===== src/rtl/stage_sequencer_pkg.sv =====
// Shared types for the multi-cycle stage sequencer: stage encoding and
// the width helper for the memory wait timer.
package seq_pkg;

    typedef enum logic [2:0] {
        IDLE      = 3'd0,
        FETCH     = 3'd1,
        DECODE    = 3'd2,
        EXECUTE   = 3'd3,
        MEMORY    = 3'd4,
        WRITEBACK = 3'd5,
        HALT      = 3'd6,
        FAULT     = 3'd7
    } stage_t;

    // Bits needed to count from 0 up to max_wait inclusive.
    function automatic int wait_w(input int max_wait);
        return (max_wait < 1) ? 1 : $clog2(max_wait + 1);
    endfunction

endpackage


===== src/rtl/stage_sequencer_wait_timer.sv =====
// Wait counter shared by FETCH and MEMORY. It flags when the next missed
// ready would bring the wait count up to LIMIT.
module wait_timer #(
    parameter int LIMIT = 15,
    parameter int WIDTH = 4
) (
    input  logic clk,
    input  logic reset,
    input  logic clear,
    input  logic enable,
    output logic expired
);

    localparam logic [WIDTH-1:0] LAST = WIDTH'(LIMIT - 1);

    logic [WIDTH-1:0] count;

    always_ff @(posedge clk or negedge reset) begin
        if (!reset) begin
            count <= '0;
        end else if (clear) begin
            count <= '0;
        end else if (enable) begin
            count <= count + 1'b1;
        end
    end

    assign expired = (count == LAST);

endmodule


===== src/rtl/stage_sequencer.sv =====
// Multi-cycle control FSM: steps each instruction through fetch, decode,
// execute, optional memory and writeback, and owns the PC write strobe.
module stage_sequencer
    import seq_pkg::*;
#(
    parameter int MAX_WAIT = 15
) (
    input  logic        clk,
    input  logic        reset,
    output logic        imem_req,
    input  logic        imem_ready,
    output logic        dmem_req,
    input  logic        dmem_ready,
    input  logic        is_mem,
    input  logic        is_wb,
    input  logic        branch_taken,
    input  logic [31:0] target_addr,
    input  logic        halt,
    output logic [2:0]  stage,
    output logic        ir_we,
    output logic        rf_we,
    output logic        pc_write,
    output logic        pc_src,
    output logic [31:0] jump_addr,
    output logic [31:0] retired,
    output logic        halted,
    output logic        fault
);

    localparam int WAIT_W = wait_w(MAX_WAIT);

    stage_t state;
    stage_t next_state;

    logic is_mem_q;
    logic is_wb_q;
    logic taken_q;
    logic timer_clear;
    logic timer_en;
    logic timer_expired;

    wait_timer #(
        .LIMIT (MAX_WAIT),
        .WIDTH (WAIT_W)
    ) u_wait_timer (
        .clk     (clk),
        .reset   (reset),
        .clear   (timer_clear),
        .enable  (timer_en),
        .expired (timer_expired)
    );

    always_ff @(posedge clk or negedge reset) begin
        if (!reset) begin
            state <= IDLE;
        end else begin
            state <= next_state;
        end
    end

    // The timer sits cleared in every other state, so it always starts
    // from zero when FETCH or MEMORY is entered.
    always_comb begin
        next_state  = state;
        timer_clear = 1'b1;
        timer_en    = 1'b0;
        unique case (state)
            IDLE:      next_state = FETCH;
            FETCH: begin
                timer_clear = 1'b0;
                if (imem_ready) begin
                    next_state = DECODE;
                end else begin
                    timer_en = 1'b1;
                    if (timer_expired) next_state = FAULT;
                end
            end
            DECODE:    next_state = EXECUTE;
            EXECUTE:   next_state = is_mem_q ? MEMORY : WRITEBACK;
            MEMORY: begin
                timer_clear = 1'b0;
                if (dmem_ready) begin
                    next_state = WRITEBACK;
                end else begin
                    timer_en = 1'b1;
                    if (timer_expired) next_state = FAULT;
                end
            end
            WRITEBACK: next_state = halt ? HALT : FETCH;
            HALT:      next_state = HALT;
            FAULT:     next_state = FAULT;
        endcase
    end

    always_ff @(posedge clk or negedge reset) begin
        if (!reset) begin
            is_mem_q  <= 1'b0;
            is_wb_q   <= 1'b0;
            taken_q   <= 1'b0;
            jump_addr <= '0;
            retired   <= '0;
        end else begin
            if (state == DECODE) begin
                is_mem_q <= is_mem;
                is_wb_q  <= is_wb;
            end
            if (state == EXECUTE) begin
                taken_q   <= branch_taken;
                jump_addr <= target_addr;
            end
            if (state == WRITEBACK) begin
                retired <= retired + 32'd1;
            end
        end
    end

    // Moore strobes; only ir_we looks at an input so the IR loads the
    // same cycle instruction data is valid.
    assign stage    = state;
    assign imem_req = (state == FETCH);
    assign ir_we    = (state == FETCH) && imem_ready;
    assign dmem_req = (state == MEMORY);
    assign rf_we    = (state == WRITEBACK) && is_wb_q;
    assign pc_write = (state == WRITEBACK);
    assign pc_src   = (state == WRITEBACK) && taken_q;
    assign halted   = (state == HALT);
    assign fault    = (state == FAULT);

endmodule


===== config.mk =====
export PLATFORM = sky130hd
export DESIGN_NAME = stage_sequencer
export DESIGN_NICKNAME = d
export VERILOG_FILES = /design/src/rtl/stage_sequencer_pkg.sv /design/src/rtl/stage_sequencer_wait_timer.sv /design/src/rtl/stage_sequencer.sv
export SDC_FILE = /design/constraint.sdc
export NUM_CORES = 1
export LEC_CHECK = 0
export CORE_MARGIN = 4
export CORE_UTILIZATION = 50
export CTS_BUF_LIST = sky130_fd_sc_hd__clkbuf_8
export DETAILED_ROUTE_END_ITERATION = 10
export PLACE_DENSITY = 0.95
export SLEW_MARGIN = 20
export SYNTH_ARGS = -nofsm -noshare
export SYNTH_HDL_FRONTEND = slang
export SYNTH_HIERARCHICAL = 1
export SYNTH_SLANG_ARGS = --single-unit
export TNS_END_PERCENT = 1

===== constraint.sdc =====
create_clock -name clk -period 3.2 [get_ports clk]
set_input_delay 0.64 -clock clk [delete_from_list [all_inputs] [get_ports clk]]
set_output_delay 0.64 -clock clk [all_outputs]
set_load 0.01 [all_outputs]

Yosys cells after proc, flatten, opt, wreduce, memory -nomap -nowiden
Index checks and enable logic that the tools add are counted.
- word-level logic and storage cells: 34
- output and inout port bits: 75
- input port bits: 40
- flip-flop bits (word level): 74
- reductions and logical operators: 5
- $add $sub $neg: 2
- muxes and demuxes: 11
- eq/ne operators: 9
- operators with widths (operator ; number):
    $add A32 B1 Y32 const B ; 1
    $pmux W3 S8 ; 1
    $eq A3 B3 Y1 const B ; 4
    $mux W3 ; 4
    $mux W4 ; 2
    $eq A3 B2 Y1 const B ; 2
    $add A4 B1 Y4 const B ; 1
    $eq A4 B4 Y1 const B ; 1
    $eq A3 B1 Y1 const B ; 1
    $logic_and A1 B1 Y1 ; 3
    $logic_not A3 Y1 ; 1
    $mux W1 ; 3
    $ne A2 B1 Y1 const B ; 1
    $pmux W1 S2 ; 1
    $reduce_or A2 Y1 ; 1

Logic depth before layout (Yosys ltp)
Gate-level depths: netlist of run 1.
- depth in word-level cells: 4
- depth in mapped cells: 6
- depth with buffers taken out: 6

Modules after synthesis
Netlist of run 1, hierarchy kept.
- by module, submodules not included (module ; seq. area each (µm²) ; cells an instance ; area each (µm²) ; instances):
    stage_sequencer ; 1751.7 ; 248 ; 3050.4 ; 1
    wait_timer ; 100.1 ; 20 ; 220.2 ; 1

Least setup slack after synthesis of run 1
OpenSTA, ideal clock, no wires.
- path kind: reg2out
- start: register state[2], in the netlist stage[2]
- end: output pc_src
- path slack: 1130 ps
- path buffers: 1
- arrival time: 1430 ps
- stages on the path, launching flop included: 5
- data required time: 2560 ps
- path through: dfrtp_1 clkbuf_1 nand2b_1 nor2_1 and2_1
- longest elaborated chain between the ends: 2
- ends and longest elaborated chain (element ; RTL line ; RTL):
    start: declaration ; stage_sequencer.sv:32 ; stage_t state;
    start signal: assignment ; stage_sequencer.sv:57 ; state <= next_state;
    $eq A3 B3 Y1 ; -- ;
    via pc_write ; stage_sequencer.sv:22 ; output logic pc_write,
    $logic_and A1 B1 Y1 ; stage_sequencer.sv:125 ; assign pc_src = (state == WRITEBACK) && taken_q;
    end: declaration ; stage_sequencer.sv:23 ; output logic pc_src,
The timed path passes the listed nets, and every way through them passes these cells.

Worst setup path after layout of run 1
- start: register state[0], in the netlist stage[0]
- end: output rf_we
- longest elaborated chain between the ends: 2
- ends and longest elaborated chain (element ; RTL line ; RTL):
    $eq A3 B3 Y1 ; stage_sequencer.sv:123 ; assign rf_we = (state == WRITEBACK) && is_wb_q;
    $logic_and A1 B1 Y1 ; stage_sequencer.sv:123 ;
    end: declaration ; stage_sequencer.sv:21 ; output logic rf_we,
No other way between the ends.

==> results of run 1 <==
logic make-up after synthesis:
group                      Yosys count
AOI/OAI and AO/OA                   12
adders and majority gates            3
muxes                               38
xor gates and xnor gates            32
buffers and inverters               18
and+or+nand+nor                     91
DFF                                 74
registers in the layout, indices dropped and copies added, names as in the netlist:
| signal | count |
|---|---|
| is_mem_q | 1 |
| is_wb_q | 1 |
| jump_addr | 32 |
| retired | 32 |
| stage | 3 |
| taken_q | 1 |
| u_wait_timer/count | 4 |
Yosys cell counts:
cell type,number,area share
o22ai_1,1,0.0019
nand4_1,16,0.031
xor2_1,12,0.032
nor3b_1,1,0.0023
nand4b_1,2,0.0054
nand3_1,9,0.014
or2b_1,1,0.0023
xnor2_1,20,0.054
a21oi_1,5,0.0076
nor4_1,2,0.0038
inv_1,8,0.0092
and3_1,6,0.011
o211ai_1,1,0.0023
clkbuf_1,8,0.0092
nor2_1,19,0.022
nand3b_1,2,0.0046
mux2i_1,1,0.0031
and4_1,1,0.0027
mux2_4,1,0.0046
and2_1,2,0.0038
or3b_2,1,0.0027
nor2b_1,1,0.0019
nand2b_1,3,0.0057
or4_1,2,0.0046
o32ai_1,3,0.0080
or2_2,1,0.0019
a21o_1,1,0.0023
ha_1,3,0.011
nor3b_2,2,0.0076
nand2_1,14,0.016
dfrtp_1,74,0.57
mux2_2,36,0.12
nor3_1,4,0.0061
and2_0,1,0.0019
nor4b_4,1,0.0073
a21bo_2,1,0.0031
buf_2,2,0.0031
routing by layer:
metal  vias to the layer above  GRT usage  share of wire  wire (um)
met5                         -          0              0          0
met3                        17    0.05493          0.068        528
met2                        99     0.3468           0.52       4062
met1                      1246     0.2521           0.39       3033
li1                       1169          -              -          -
met4                         0    0.08516          0.022        168
path summary, 6_finish.rpt:
path                                                     end               startpoint  cells after the start  slack (ns)
setup / recovery                                       rf_we       stage[0]$_DFF_PN0_                      4        0.25
hold / removal                       retired[18]$_DFFE_PN0N_                    reset                      1        0.36
setup reg to reg           u_wait_timer/count[3]$_DFFE_PN0P_       stage[0]$_DFF_PN0_                      4        1.01
hold reg to reg                      retired[31]$_DFFE_PN0N_  retired[31]$_DFFE_PN0N_                      1        0.48
max in group asynchronous           jump_addr[7]$_DFFE_PN0N_                    reset                      2        2.16
min in group clk                     retired[31]$_DFFE_PN0N_  retired[31]$_DFFE_PN0N_                      1        0.48
power by group through the flow:
stage | sequential (mW) | clock (mW) | combinational, mW
after CTS | 1.42 | 0.726 | 1.36
after floorplan | 1.50 | 0 | 0.512
after global placement | 1.40 | 0 | 1.31
after global routing | 1.46 | 0.778 | 1.43
final | 1.42 | 0.708 | 1.34
after detailed placement | 1.43 | 0 | 1.35
worst register-to-register path, cell delays in order, from the launching register on:
cell and delay [ns]:
dfrtp_1 0.62, or3b_2 0.54, o32ai_1 0.38, nand4_1 0.22, mux2_4 0.33
stage by stage:
step	utilization	area, um^2	std cells
after floorplan	-	3271	268
after global placement	0.7096	4506	453
after detailed placement	0.7096	4506	453
after CTS	0.7401	4700	468
after global routing	0.7401	4700	468
final	0.7401	4700	468
cell type report:
cell class              count  area [um^2]  share of cell area
inverters                   8        30.03            0.006390
flip-flops and latches     74         1852              0.3940
multi-input cells         176         1349              0.2870
repair buffers            118         1179              0.2508
well taps                  77        96.34             0.02050
clock inverters             5        56.30             0.01198
clock buffers              10        137.6             0.02929
==> reports/qor.yml, run 1 <==
power.clock.fraction: 0.204
placement_rows: 29
setup-tns-final_ns: 0
grt_start_max_net_pins: 42
cp_num_buf_inv: 2
wirelength_um: 7792
critical_path_peak_fanout: 16
cp_top_family: "buffers and inverters"
critPathRequiredTime_ns: 2.56
mappedNetlistArea_um2: 3271
timing_worst_slew_pin_value_ns: 0.8246
layout-drive-gt1-share: 0.1586
yosys.area_share.adder: 0.01148
whs_ns: 0.3615
design.die.area_um2: 7900
power.net_switching_mw: 1.058
fmax_ghz: 0.3389
cts.clk_slew.worst_paths_ns: 0.08
drc: 0
die_w_um: 88.88
p_leak_nw: 2.014
htree_num_levels: 3
swShare: 0.3052
power_frac_seq: 0.409
floorplan.core_area_um2: 6350
cts-root-to-sink-buffers: 2
p_total_mw: 3.465
number_of_buffers_inserted_for_hold_repair_after_clock_tree_synthesis: 0
timing.setup.critical_path_class: "reg -> out"
io-pin-count: 115
syn_avg_cell_area_um2: 12.20
track_usage: 0.2066
cp_cell_sequence: "inv_1 -> nor2_1 -> and2_1 -> clkdlybuf4s50_1"
setup_slack_ns: 0.2497
initialDrtViolationCount: 97
synth-seq-cells: 74
die_h_um: 88.88
grt_pass1_wl_um: 12240
final_antenna_net_count: 0
cts_root_buffer: "clkbuf_8"
yosysSeqAreaShare: 0.5662
ys_types: 37
ys_warn_count: 6
cpPeakStageDelay_ns: 0.62
grt_pass1_vias: 2520
final_min_period_over_clock_period: 0.9220
post_cts_buffers: 0
combPwrFrac: 0.386
quantity_of_gates_resized_following_cts: 0
period_needed_ns: 2.950
max_cap_violations: 0
outcome: "complete, no violations"
global_route.overflow_total: 0
min_path_type: "in -> async"
synthCells: 268
clock_latency_ns: 0.35
finalSetupViolations: 0
yosys-mux-area-fraction: 0.1316
vdd.ir_drop.worst_uv: 625.7
report.final.slew_viol_count: 0
gp_congestion: 0.7652
critical_path.startpoint_type: "register"
place_ws_ns: 0.6398
post_drt_wl_per_cell_um: 16.65
mostFrequentLayoutCell: "clkdlybuf4s50_1"
dp_hpwl_um: 5838
via_count: 2531
initial_standard_cell_utilization_of_the_core: 0.5151
post_drt_via_cell_ratio: 5.408
final_cell_mix: "clkdlybuf4s50_1, dfrtp_1, mux2_2, xnor2_1, nor2_1"
timing.critical_path.to_type: "primary output"
port_buffers: 114
internal-power_mw: 2.408
drt-pass1-iter-count: 4
slew_headroom: 0.4452
grt_setup_unrepaired: "no"
n_fill_cell: 434
yosys.area_share.simple: 0.1584
finalHoldViolCount: 0
power.density_cell_area_nw_per_um2: 737.4
cts.sink_count: 74
synth_xor_xnor_area_share: 0.08569
cts_inserted_buffers: 9
nets: 430
highest_delay_cell_along_the_critical_path: "dfrtp_1"
syn2layout_area_growth_pct: 43.69
clock_tree_from_tritoncts: "built"
insertedDiodeCount: 0
synth_nets: 311
synth-compound-area-share: 0.02525
synth_top_family_by_area: "simple AND/OR/NAND/NOR gates"
cp_data_arrival_time_ns: 2.31
finalClockSkew_ns: 0.01168
antenna_found_initial: 0
Note: power is estimated with default switching activity, not from simulation.
==> inputs of run 2 (changes only) <==
- CORE_UTILIZATION: 50 -> 49
==> run 2 against run 1 <==
Compared with the run above: hold slack lost 0.028 ns; sequential share of layout area shrank 0.27 points; cell area grew 0.69%; clock skew shrank 0.00079 ns; sequential power is essentially flat; wire length grew 2.4%.
==> reports/qor.yml, run 2 (same netlist as run 1, synthesis figures left out) <==
cts_root_buffer: "clkbuf_8"
floorplan.core_area_um2: 6422  # +1.1%
drt-pass1-iter-count: 4  # unchanged
vdd.ir_drop.worst_uv: 646.0  # +3.3%
max_cap_violations: 0  # unchanged
via_count: 2508  # -0.91%
cts_inserted_buffers: 9  # unchanged
finalHoldViolCount: 0  # unchanged
gp_congestion: 0.8649  # +13%
slew_headroom: 0.4879  # +0.04269
critical_path.startpoint_type: "register"
io-pin-count: 115  # unchanged
swShare: 0.3007  # -0.004542
port_buffers: 114  # unchanged
nets: 430  # unchanged
regToRegStartpoint: "stage[0]$_DFF_PN0_"
cp_data_arrival_time_ns: 2.26  # -0.05 ns
finalClockSkew_ns: 0.01089  # -0.0007911 ns
place_ws_ns: 0.6643  # +0.02452 ns
timing.setup.critical_path_class: "reg -> out"
clock_tree_from_tritoncts: "built"
die_w_um: 89.70  # +0.92%
mostFrequentLayoutCell: "clkdlybuf4s50_1"
fin_cells: 469  # +0.21%
startpoint: "stage[1]$_DFF_PN0_"
fmax_ghz: 0.3449  # +1.8%
power.net_switching_mw: 1.073  # +1.4%
die_h_um: 89.70  # +0.92%
antenna_found_initial: 0  # unchanged
place_inst: 453  # unchanged
grt_pass1_vias: 2644  # +4.9%
dp_hpwl_um: 5874  # +0.62%
finalSetupViolations: 0  # unchanged
syn2layout_area_growth_pct: 44.68
min_path_type: "in -> async"
grt_setup_unrepaired: "no"
track_usage: 0.1973  # -0.009300
final_min_period_over_clock_period: 0.9059  # -0.01603
timing.critical_path.to: "rf_we"
critical_path_peak_fanout: 13  # -3
grt_start_max_net_pins: 46  # +9.5%
period_needed_ns: 2.899  # -0.05130 ns
placement_rows: 29  # unchanged
worstReg2RegEnd: "u_wait_timer/count[3]$_DFFE_PN0P_"
quantity_of_gates_resized_following_cts: 0  # unchanged
insertedDiodeCount: 0  # unchanged
clock_latency_ns: 0.34  # about the same
cts.clk_slew.worst_paths_ns: 0.08  # about the same
p_leak_nw: 2.031  # +0.85%
p_total_mw: 3.567  # +2.9%
internal-power_mw: 2.494  # +3.6%
reg2reg_slack_ns: 1.04  # +0.03 ns
cts.sink_count: 74  # unchanged
htree_num_levels: 3  # unchanged
layout-drive-gt1-share: 0.1633  # +0.004698
power_frac_seq: 0.398  # -0.011
cts-root-to-sink-buffers: 2  # unchanged
drc: 0  # unchanged
setup-tns-final_ns: 0  # unchanged
grt_pass1_wl_um: 12940  # +5.8%
post_drt_via_cell_ratio: 5.348  # -1.1%
final_cell_mix: "clkdlybuf4s50_1, dfrtp_1, mux2_2, xnor2_1, nor2_1"
final_antenna_net_count: 0  # unchanged
post_route_standard_cell_area_excluding_fillers_um2: 4732  # +0.69%
power.clock.fraction: 0.227  # +0.023
setup_slack_ns: 0.3010  # +0.05130 ns
combPwrFrac: 0.375  # -0.011
timing.critical_path.to_type: "primary output"
wirelength_um: 7976  # +2.4%
report.final.slew_viol_count: 0  # unchanged
worst_r2r_path_depth: 4  # unchanged
design.die.area_um2: 8046  # +1.9%
power.density_cell_area_nw_per_um2: 753.8  # +2.2%
initial_standard_cell_utilization_of_the_core: 0.5093  # -0.005820
post_cts_buffers: 0  # unchanged
timing_worst_slew_pin_value_ns: 0.7611  # -0.06345 ns
outcome: "complete, no violations"
initialDrtViolationCount: 78  # -20%
global_route.overflow_total: 0  # unchanged
number_of_buffers_inserted_for_hold_repair_after_clock_tree_synthesis: 0  # unchanged
post_drt_wl_per_cell_um: 17.01  # +2.1%
postPlaceCellArea_um2: 4506  # unchanged
largestRegisters: "jump_addr x32, retired x32, u_wait_timer/count x4"
critPathRequiredTime_ns: 2.56  # about the same
==> run 2: changes by cell type in the layout (fill, tap and decap cells not counted), sizes merged <==
cell | before | now
bufinv | 1 | 2
clkinv | 0 | 1
clkinvlp | 3 | 2
==> run 2: power groups by stage <==
| stage | Clock (mW) | Combinational [mW] | Sequential [mW] |
|---|---|---|---|
| after floorplan | 0 | 0.512 | 1.50 |
| after global routing | 0.872 | 1.44 | 1.46 |
| after CTS | 0.823 | 1.36 | 1.42 |
| after global placement | 0 | 1.32 | 1.41 |
| final | 0.810 | 1.34 | 1.42 |
| after detailed placement | 0 | 1.35 | 1.44 |
==> run 2: final cells by class <==
| type | count | area (um^2) |
|---|---|---|
| clock inverter | 6 | 88.84 |
| timing repair buffer | 118 | 1179 |
| clock buffer | 10 | 137.6 |
| fill | 439 | 1690 |
| tap | 77 | 96.34 |
| sequential | 74 | 1852 |
| inverter | 8 | 30.03 |
| multi-input combinational | 176 | 1349 |
==> run 2: worst min path at each step <==
stage / from / to / cells past startpoint
after floorplan: reset / is_mem_q$_DFFE_PN0P_ / 0
after global placement: retired[31]$_DFFE_PN0N_ / retired[31]$_DFFE_PN0N_ / 1
after detailed placement: retired[31]$_DFFE_PN0N_ / retired[31]$_DFFE_PN0N_ / 1
after CTS: reset / retired[7]$_DFFE_PN0N_ / 1
after global routing: reset / retired[5]$_DFFE_PN0N_ / 1
final: reset / retired[7]$_DFFE_PN0N_ / 1
==> run 2: per-layer routing <==
layer | GRT usage | up-vias | wire (um)
met2 | 0.3390 | 122 | 3999
met4 | 0.05747 | 0 | 116
met3 | 0.07346 | 13 | 660
li1 | - | 1169 | -
met1 | 0.2315 | 1204 | 3198
met5 | 0 | - | 0
==> run 2: stage by stage <==
| stage | utilization | hold slack, ns |
|---|---|---|
| after floorplan | - | 0.3444 |
| after global placement | 0.7015 | 0.4717 |
| after detailed placement | 0.7015 | 0.4897 |
| after CTS | 0.7368 | 0.3488 |
| after global routing | 0.7368 | 0.3604 |
| final | 0.7368 | 0.3337 |
==> run 2: critical path, stage by stage (launching register included) <==
cell and delay [ns]:
dfrtp_1 0.50, nand2b_1 0.25, nor2_1 0.43, and2_1 0.21, clkdlybuf4s50_1 0.53
